$ cat src/rtl/vx_commit_gather.sv
`default_nettype none
// ============================================================================
// Module   : vx_commit_gather
// Purpose  : Reassembles lane-sliced commit packets (pid/sop/eop tagged) into
//            one NUM_THREADS-wide writeback per instruction.
// Revision : 1.0 - initial release
// ============================================================================
module vx_commit_gather #(
    parameter int NUM_LANES   = 4,
    parameter int NUM_THREADS = 16,
    parameter int XLEN        = 32,
    parameter int NW_WIDTH    = 2,
    parameter int UUID_WIDTH  = 44,
    parameter int PC_BITS     = 30,
    parameter int NR_BITS     = 6,
    localparam int PIDS       = NUM_THREADS / NUM_LANES,
    localparam int PID_W      = (PIDS > 1) ? $clog2(PIDS) : 1
) (
    input  logic                        clk,
    input  logic                        reset,
    input  logic                        in_valid,
    output logic                        in_ready,
    input  logic [UUID_WIDTH-1:0]       in_uuid,
    input  logic [NW_WIDTH-1:0]         in_wid,
    input  logic [PC_BITS-1:0]          in_PC,
    input  logic [NR_BITS-1:0]          in_rd,
    input  logic                        in_wb,
    input  logic [NUM_LANES-1:0]        in_tmask,
    input  logic [PID_W-1:0]            in_pid,
    input  logic                        in_sop,
    input  logic                        in_eop,
    input  logic [NUM_LANES*XLEN-1:0]   in_data,
    output logic                        out_valid,
    input  logic                        out_ready,
    output logic [UUID_WIDTH-1:0]       out_uuid,
    output logic [NW_WIDTH-1:0]         out_wid,
    output logic [PC_BITS-1:0]          out_PC,
    output logic [NR_BITS-1:0]          out_rd,
    output logic                        out_wb,
    output logic [NUM_THREADS-1:0]      out_tmask,
    output logic [NUM_THREADS*XLEN-1:0] out_data,
    output logic                        proto_err
);

    typedef enum logic [1:0] {
        S_IDLE   = 2'd0,
        S_GATHER = 2'd1,
        S_FULL   = 2'd2
    } state_t;

    state_t                      r_state;
    state_t                      w_state_nx;
    logic [UUID_WIDTH-1:0]       r_uuid;
    logic [NW_WIDTH-1:0]         r_wid;
    logic [PC_BITS-1:0]          r_pc;
    logic [NR_BITS-1:0]          r_rd;
    logic                        r_wb;
    logic [NUM_THREADS-1:0]      r_tmask;
    logic [NUM_THREADS*XLEN-1:0] r_data;
    logic [PID_W-1:0]            r_last_pid;
    logic                        r_err;

    logic                        w_fire;
    logic                        w_accept;
    logic                        w_start;
    logic                        w_write;
    logic                        w_err_set;
    logic [PID_W-1:0]            w_pid;
    logic [NUM_THREADS-1:0]      w_tmask_nx;
    logic [NUM_THREADS*XLEN-1:0] w_data_nx;

    assign in_ready  = (r_state != S_FULL) || out_ready;
    assign w_fire    = (r_state == S_FULL) && out_ready;
    assign w_accept  = in_valid && in_ready;
    assign w_pid     = (PIDS > 1) ? in_pid : '0;

    assign out_valid = (r_state == S_FULL);
    assign out_uuid  = r_uuid;
    assign out_wid   = r_wid;
    assign out_PC    = r_pc;
    assign out_rd    = r_rd;
    assign out_wb    = r_wb;
    assign out_tmask = r_tmask;
    assign out_data  = r_data;
    assign proto_err = r_err;

    // Accepting a packet is only possible from IDLE, GATHER or a firing FULL,
    // so a sop always starts a new instruction; a non-sop needs GATHER.
    always_comb begin
        w_state_nx = r_state;
        w_start    = 1'b0;
        w_write    = 1'b0;
        w_err_set  = 1'b0;
        if (w_fire) begin
            w_state_nx = S_IDLE;
        end
        if (w_accept) begin
            if (in_sop) begin
                w_start    = 1'b1;
                w_write    = 1'b1;
                w_err_set  = (r_state == S_GATHER);
                w_state_nx = in_eop ? S_FULL : S_GATHER;
            end else if (r_state == S_GATHER) begin
                w_write    = 1'b1;
                w_err_set  = (in_wid != r_wid) || (in_uuid != r_uuid) ||
                             (in_pid <= r_last_pid);
                w_state_nx = in_eop ? S_FULL : S_GATHER;
            end else begin
                w_err_set  = 1'b1;
            end
        end
    end

    // Per-thread merge: the addressed slice takes the packet, others keep
    // their value or clear when a new instruction starts.
    for (genvar t = 0; t < NUM_THREADS; t++) begin : g_thread
        localparam int LANE = t % NUM_LANES;
        localparam int PID  = t / NUM_LANES;
        logic w_hit;
        assign w_hit = (w_pid == PID_W'(PID));
        assign w_tmask_nx[t] = w_hit ? in_tmask[LANE] : (!w_start && r_tmask[t]);
        assign w_data_nx[t*XLEN +: XLEN] = w_hit ? in_data[LANE*XLEN +: XLEN] :
                                           (w_start ? {XLEN{1'b0}} : r_data[t*XLEN +: XLEN]);
    end

    always_ff @(posedge clk or negedge reset) begin
        if (!reset) begin
            r_state <= S_IDLE;
        end else begin
            r_state <= w_state_nx;
        end
    end

    always_ff @(posedge clk or negedge reset) begin
        if (!reset) begin
            r_uuid     <= '0;
            r_wid      <= '0;
            r_pc       <= '0;
            r_rd       <= '0;
            r_wb       <= 1'b0;
            r_tmask    <= '0;
            r_data     <= '0;
            r_last_pid <= '0;
            r_err      <= 1'b0;
        end else begin
            if (w_start) begin
                r_uuid <= in_uuid;
                r_wid  <= in_wid;
                r_pc   <= in_PC;
                r_rd   <= in_rd;
                r_wb   <= in_wb;
            end
            if (w_write) begin
                r_tmask    <= w_tmask_nx;
                r_data     <= w_data_nx;
                r_last_pid <= in_pid;
            end
            if (w_err_set) begin
                r_err <= 1'b1;
            end
        end
    end

endmodule
`default_nettype wire

$ cat config.mk
export PLATFORM = sky130hd
export DESIGN_NAME = vx_commit_gather
export DESIGN_NICKNAME = d
export VERILOG_FILES = /design/src/rtl/vx_commit_gather.sv
export SDC_FILE = /design/constraint.sdc
export NUM_CORES = 1
export LEC_CHECK = 0
export ABC_AREA = 1
export CAP_MARGIN = 25
export CORE_AREA = 4 4 321 323
export CTS_BUF_LIST = sky130_fd_sc_hd__clkbuf_4 sky130_fd_sc_hd__clkbuf_8
export CTS_CLUSTER_SIZE = 30
export DETAILED_ROUTE_END_ITERATION = 10
export DIE_AREA = 0 0 325 327
export GPL_TIMING_DRIVEN = 1
export PLACE_DENSITY_LB_ADDON = 0.3
export SLEW_MARGIN = 20
export SYNTH_ARGS = -nofsm -noshare
export SYNTH_HDL_FRONTEND = slang
export SYNTH_SLANG_ARGS = --single-unit
$ cat constraint.sdc
create_clock -name clk -period 3.9 [get_ports clk]
set_input_delay 0.39 -clock clk [delete_from_list [all_inputs] [get_ports clk]]
set_output_delay 0.39 -clock clk [all_outputs]
set_load 0.005 [all_outputs]
==> results of run 1 <==
per-layer routing:
metal | wire length, um | up-vias | track usage (%) | share of wire, %
li1 | - | 9835 | - | -
met1 | 36230 | 9885 | 19.73 | 40
met2 | 44750 | 684 | 28.03 | 49
met3 | 6694 | 193 | 5.434 | 7.3
met4 | 3819 | 0 | 6.967 | 4.2
met5 | 0 | - | 0 | 0
layout make-up:
cell class	instances	area share, %
clock buffers	168	5.902
multi-input cells	1434	19.39
flip-flops and latches	616	42.70
inverters	179	1.896
diodes	9	0.06238
well taps	1298	4.498
clock inverters	27	0.5892
repair buffers	885	24.97
report_power, final:
part / internal, mW / total [mW] / leakage, nW / switching, mW
combinational: 1.99 / 3.66 / 6.64 / 1.67
clock: 3.56 / 6.38 / 1.25 / 2.83
sequential: 7.17 / 7.65 / 8.20 / 0.478
total: 12.7 / 17.7 / 16.1 / 4.98
through the flow:
step	worst slack [ns]	instance area [um^2]
5_1_grt	1.249	36100
3_5_place_dp	0.9718	33700
2_1_floorplan	2.346	24450
4_1_cts	1.435	36050
3_3_place_gp	1.011	33700
6_report	1.455	36100
flip-flops by register name, indices dropped and copies added (netlist names):
register,count
out_data,512
out_uuid,44
out_PC,30
out_tmask,16
out_rd,6
out_wid,2
r_last_pid,2
r_state,2
out_wb,1
proto_err,1
synthesized netlist by cell type:
library cell  number  share of area (%)
o21ai_0           33               0.68
clkbuf_1           4              0.061
inv_2              2              0.031
ha_1               2               0.10
nand3_4            4               0.29
xnor2_1           29                1.0
inv_6              1              0.036
dfrtp_1          616                 63
o22ai_1            1              0.026
inv_1            176                2.7
o21bai_1           1              0.031
nor2_1            15               0.23
buf_2            104                2.1
o21ai_1          517                 11
nor2_2             2              0.051
buf_6             53                2.4
nand4_1            3              0.077
nand3_1          531                 11
a21oi_1            1              0.020
nand2_4            3               0.14
nand2_1          292                4.5
buf_1              1              0.015
buf_4             30               0.92
logic make-up (layout without fill, tap and decap cells):
group                      Yosys count  in the layout  share of synthesized area (%)
AOI/OAI and AO/OA                  553            553                          11.34
xor gates and xnor gates            29             29                          1.039
adders and majority gates            2              2                         0.1023
buffers and inverters              371           1259                          8.337
DFF                                616            616                          63.05
other                                0              9                              0
and+or+nand+nor                    850            850                          16.14
critical path: stages (launching register included):
cell     delay, ns
dfrtp_1       0.38
inv_1         0.09
nor2_2        0.06
nand2_4       0.07
nand2_4       0.06
inv_2         0.07
nand2_4       0.07
inv_6         0.10
nand3_4       0.63
buf_12        0.47
nand3_1       0.10
o21ai_1       0.06
worst max-delay path by stage:
stage	from	to	cells past startpoint
floorplan	in_pid[0]	proto_err	12
global placement	out_ready	out_data[364]	11
detailed placement	out_ready	out_data[364]	11
CTS	r_state[1]	out_data[370]	11
global route	r_state[1]	out_data[364]	11
finish	r_state[1]	out_data[260]	11
==> impl_metrics.tcl, run 1 <==
set metrics [dict create \
    ir_worst_vdd_uv 258.0 \
    power_mw 17.69 \
    final-instance-count-excl-fill 4616 \
    syn-num-nets 2646 \
    dp.cells 4410 \
    cellLeakagePower_nw 16.08 \
    wl_per_cell_um 19.82 \
    syn_inst 2421 \
    r2r_cells 11 \
    grt_pass1_wl_mm 137.4 \
    clock_skew_ns 0.04062 \
    post_cts_buffers 0 \
    grt_overflow 0 \
    cts_tree "yes" \
    r2r_start "r_state[1]" \
    setup_viol 0 \
    synth-seq-area-share_pct 63.05 \
    ios 837 \
    timing.final.crit_share_pct 62.69 \
    relSlewSlack_pct 32.35 \
    die_w_um 325 \
    timing.hold.ws_ns 0.1886 \
    ctsHoldBuffers 1 \
    die_h_um 327 \
    syn_area_um2 24450 \
    nNetsFinal 3451 \
    start_kind "register" \
    routed_via_density 4.462 \
    port_buffers 836 \
    crit_arrival_ns 3.05 \
    ant_nets 0 \
    first_global_vias 20880 \
    rows 116 \
    grt_usage_pct 16.70 \
    finalCriticalPeriod_ns 2.445 \
    rsz0062_at_grt "false" \
    status "completed" \
    synthDistinctLibCells 23 \
    cts_resized 0 \
    yosysWarnings 0 \
    drive_gt1_share_pct 7.736 \
    synth_area_per_cell_um2 10.10 \
    multi_input_comb_area_um2 7000 \
    tightestPinTransition_ns 1.015 \
    num_vias 20600 \
    final_util_pct 36.16 \
    required_ns 4.50 \
    clk_pin_slew_ns 0.07 \
    clockBufferDepth 3 \
    fill_cells 10130 \
    clock_sinks 616 \
    area_growth_pct 47.67 \
    timing.rr.end "out_data[260]" \
    layout.area.seq_um2 15410 \
    ys_ff_latch 616 \
    drv_slew 0 \
    hp-class "input pin to register" \
    place.gp.congestion 0.7960 \
    crit_type "register to register" \
    rrSetupSlack_ns 1.45 \
    final-hold-violation-count 0 \
    holdPathStages 3 \
    min_to "out_PC[23]" \
    cts_inserted_buffers 110 \
    drcViolationCount 0 \
    clk-insertion-delay-late_ns 0.74 \
    min_from "in_PC[23]" \
    crit_fanout 54 \
    mostFrequentLayoutCell "clkdlybuf4s50_1" \
    first_pass_iters 5 \
    htreeDepth 3 \
    core-area_um2 99860 \
    die-area_um2 106300 \
    start_util_pct 24.48 \
    clock-root-buffer "clkbuf_8" \
    drt_iter0_markers 1383 \
    grt_max_degree 201 \
    setup_tns_ns 0 \
    final_cell_mix "clkdlybuf4s50_1, dfrtp_1, nand3_1" \
    drv_cap 0 \
    power.density_nw_per_um2 490.1 \
    antenna_found_initial 8 \
    critical_path.endpoint_type "register" \
    drt_wl_total_mm 91.49 \
    clock.fmax_mhz 409.0 \
    dp_hpwl_mm 64.60 \
]
No activity file was read; power rests on OpenSTA's default activity.
==> run 2: changes to the inputs <==
- clock period: 3.9 -> 2.6 ns (I/O delays scaled with it)
==> run 2 against run 1 <==
Global-route usage up 0.088 points. Sequential cell count unchanged. Critical path depth down 9. Via count up 0.50%. Clock power up 56%. Largest cell class unchanged. Highest routed layer unchanged.
==> impl_metrics.tcl, run 2 (synthesized netlist as in run 1, its figures left out) <==
set metrics [dict create \
    status "completed" \
    cts_inserted_buffers 110 \
    drv_slew 0 \
    place.gp.congestion 0.7991 \
    mostFrequentLayoutCell "clkdlybuf4s50_1" \
    ant_nets 0 \
    die_w_um 325 \
    grt_max_degree 105 \
    routed_via_density 4.431 \
    drive_gt1_share_pct 8.489 \
    final-hold-violation-count 0 \
    die_h_um 327 \
    htreeDepth 3 \
    crit_type "register to output port" \
    clock_sinks 616 \
    final-instance-count-excl-fill 4672 \
    largest_register_ffs 512 \
    start_util_pct 24.48 \
    die-area_um2 106300 \
    power_mw 27.06 \
    drt_wl_total_mm 92.42 \
    cts_tree "yes" \
    ir_worst_vdd_uv 368.6 \
    fill_cells 10020 \
    nNetsFinal 3515 \
    ios 837 \
    drt_iter0_markers 1241 \
    wl_per_cell_um 19.78 \
    clock-root-buffer "clkbuf_8" \
    num_vias 20700 \
    hp-class "input pin to async pin" \
    grt_usage_pct 16.78 \
    core-area_um2 99860 \
    clock_skew_ns 0.05730 \
    tightestPinTransition_ns 0.7285 \
    crit_fanout 4 \
    grt_overflow 0 \
    final_cell_mix "clkdlybuf4s50_1, dfrtp_1, nand3_1" \
    relSlewSlack_pct 51.43 \
    clk_pin_slew_ns 0.06 \
    start_kind "register" \
    cellLeakagePower_nw 16.50 \
    first_pass_iters 7 \
    power.density_nw_per_um2 732.6 \
    grt_pass1_wl_mm 137.7 \
    setup_viol 0 \
    rsz0062_at_grt "false" \
    drv_cap 0 \
    area_growth_pct 51.07 \
    clk-insertion-delay-late_ns 0.76 \
    crit_arrival_ns 1.91 \
    cts_resized 0 \
    first_global_vias 20880 \
    dp_hpwl_mm 66.51 \
    required_ns 2.34 \
    clock.fmax_mhz 461.7 \
    setup_tns_ns 0 \
    dp.cells 4445 \
    port_buffers 836 \
    timing.final.crit_share_pct 83.30 \
    drcViolationCount 0 \
    final_util_pct 36.99 \
    critical_path.endpoint_type "output port" \
    clockBufferDepth 3 \
    rows 116 \
    timing.hold.ws_ns 0.1180 \
    antenna_found_initial 7 \
    finalCriticalPeriod_ns 2.166 \
]
-- run 2: changes by cell type in the layout (fill, tap and decap cells not counted), sizes merged, moves of 4 or more --
cell         before  now
buf              49   83
dlygate4sd3       1   31
clkinv           18    9
clkbuf          168  172
diode             9    5
-- run 2: per-stage QoR --
stage	setup slack, ns	cell area [um^2]
final	0.4343	36940
after floorplan	1.119	24450
after global placement	0.4112	34200
after global routing	0.2788	36940
after detailed placement	0.3622	34200
after CTS	0.2913	36920
-- run 2: final cells by class --
type / count / area, um^2 / area share [%]
Timing Repair Buffer: 949 / 9787 / 26.50
Sequential cell: 616 / 15410 / 41.73
Antenna cell: 5 / 12.51 / 0.03388
Inverter: 179 / 684.4 / 1.853
Clock inverter: 19 / 239.0 / 0.6470
Tap cell: 1298 / 1624 / 4.397
Clock buffer: 172 / 2173 / 5.884
Multi-Input combinational cell: 1434 / 7000 / 18.95
-- run 2: per-layer routing --
metal | share of wire, % | global-route usage [%] | vias to the layer above
li1 | - | - | 9953
met1 | 40 | 19.58 | 9921
met2 | 49 | 28.75 | 678
met3 | 7.7 | 5.537 | 148
met4 | 3.3 | 6.318 | 0
met5 | 0 | 0 | -
-- run 2: where the power goes --
group	internal, mW	switching (mW)	total, mW
clock	5.70	4.26	9.96
sequential	10.8	0.716	11.5
combinational	3.08	2.54	5.62
-- run 2: final timing paths --
kind	to	cells past startpoint	startpoint	slack, ns
max reg2reg	out_data[219]	8	r_state[0]	0.61
min in group clk	out_PC[2]	3	in_PC[2]	0.12
min reg2reg	proto_err	2	proto_err	0.47
max in group asynchronous	out_data[138]	3	reset	1.57
min	out_uuid[28]	2	reset	0.12
max	out_valid	2	r_state[0]	0.43
-- run 2: timing repair --
action | 4_1_cts | 5_1_grt
setup buffers | 0 | 0
hold buffers | 31 | 0
endpoints found under the hold margin | 284 | 0
-- run 2: worst max-delay path: stages (launching register included) --
cell and delay (ns):
dfrtp_1 0.41, nor2_2 0.21, clkdlybuf4s50_1 0.58
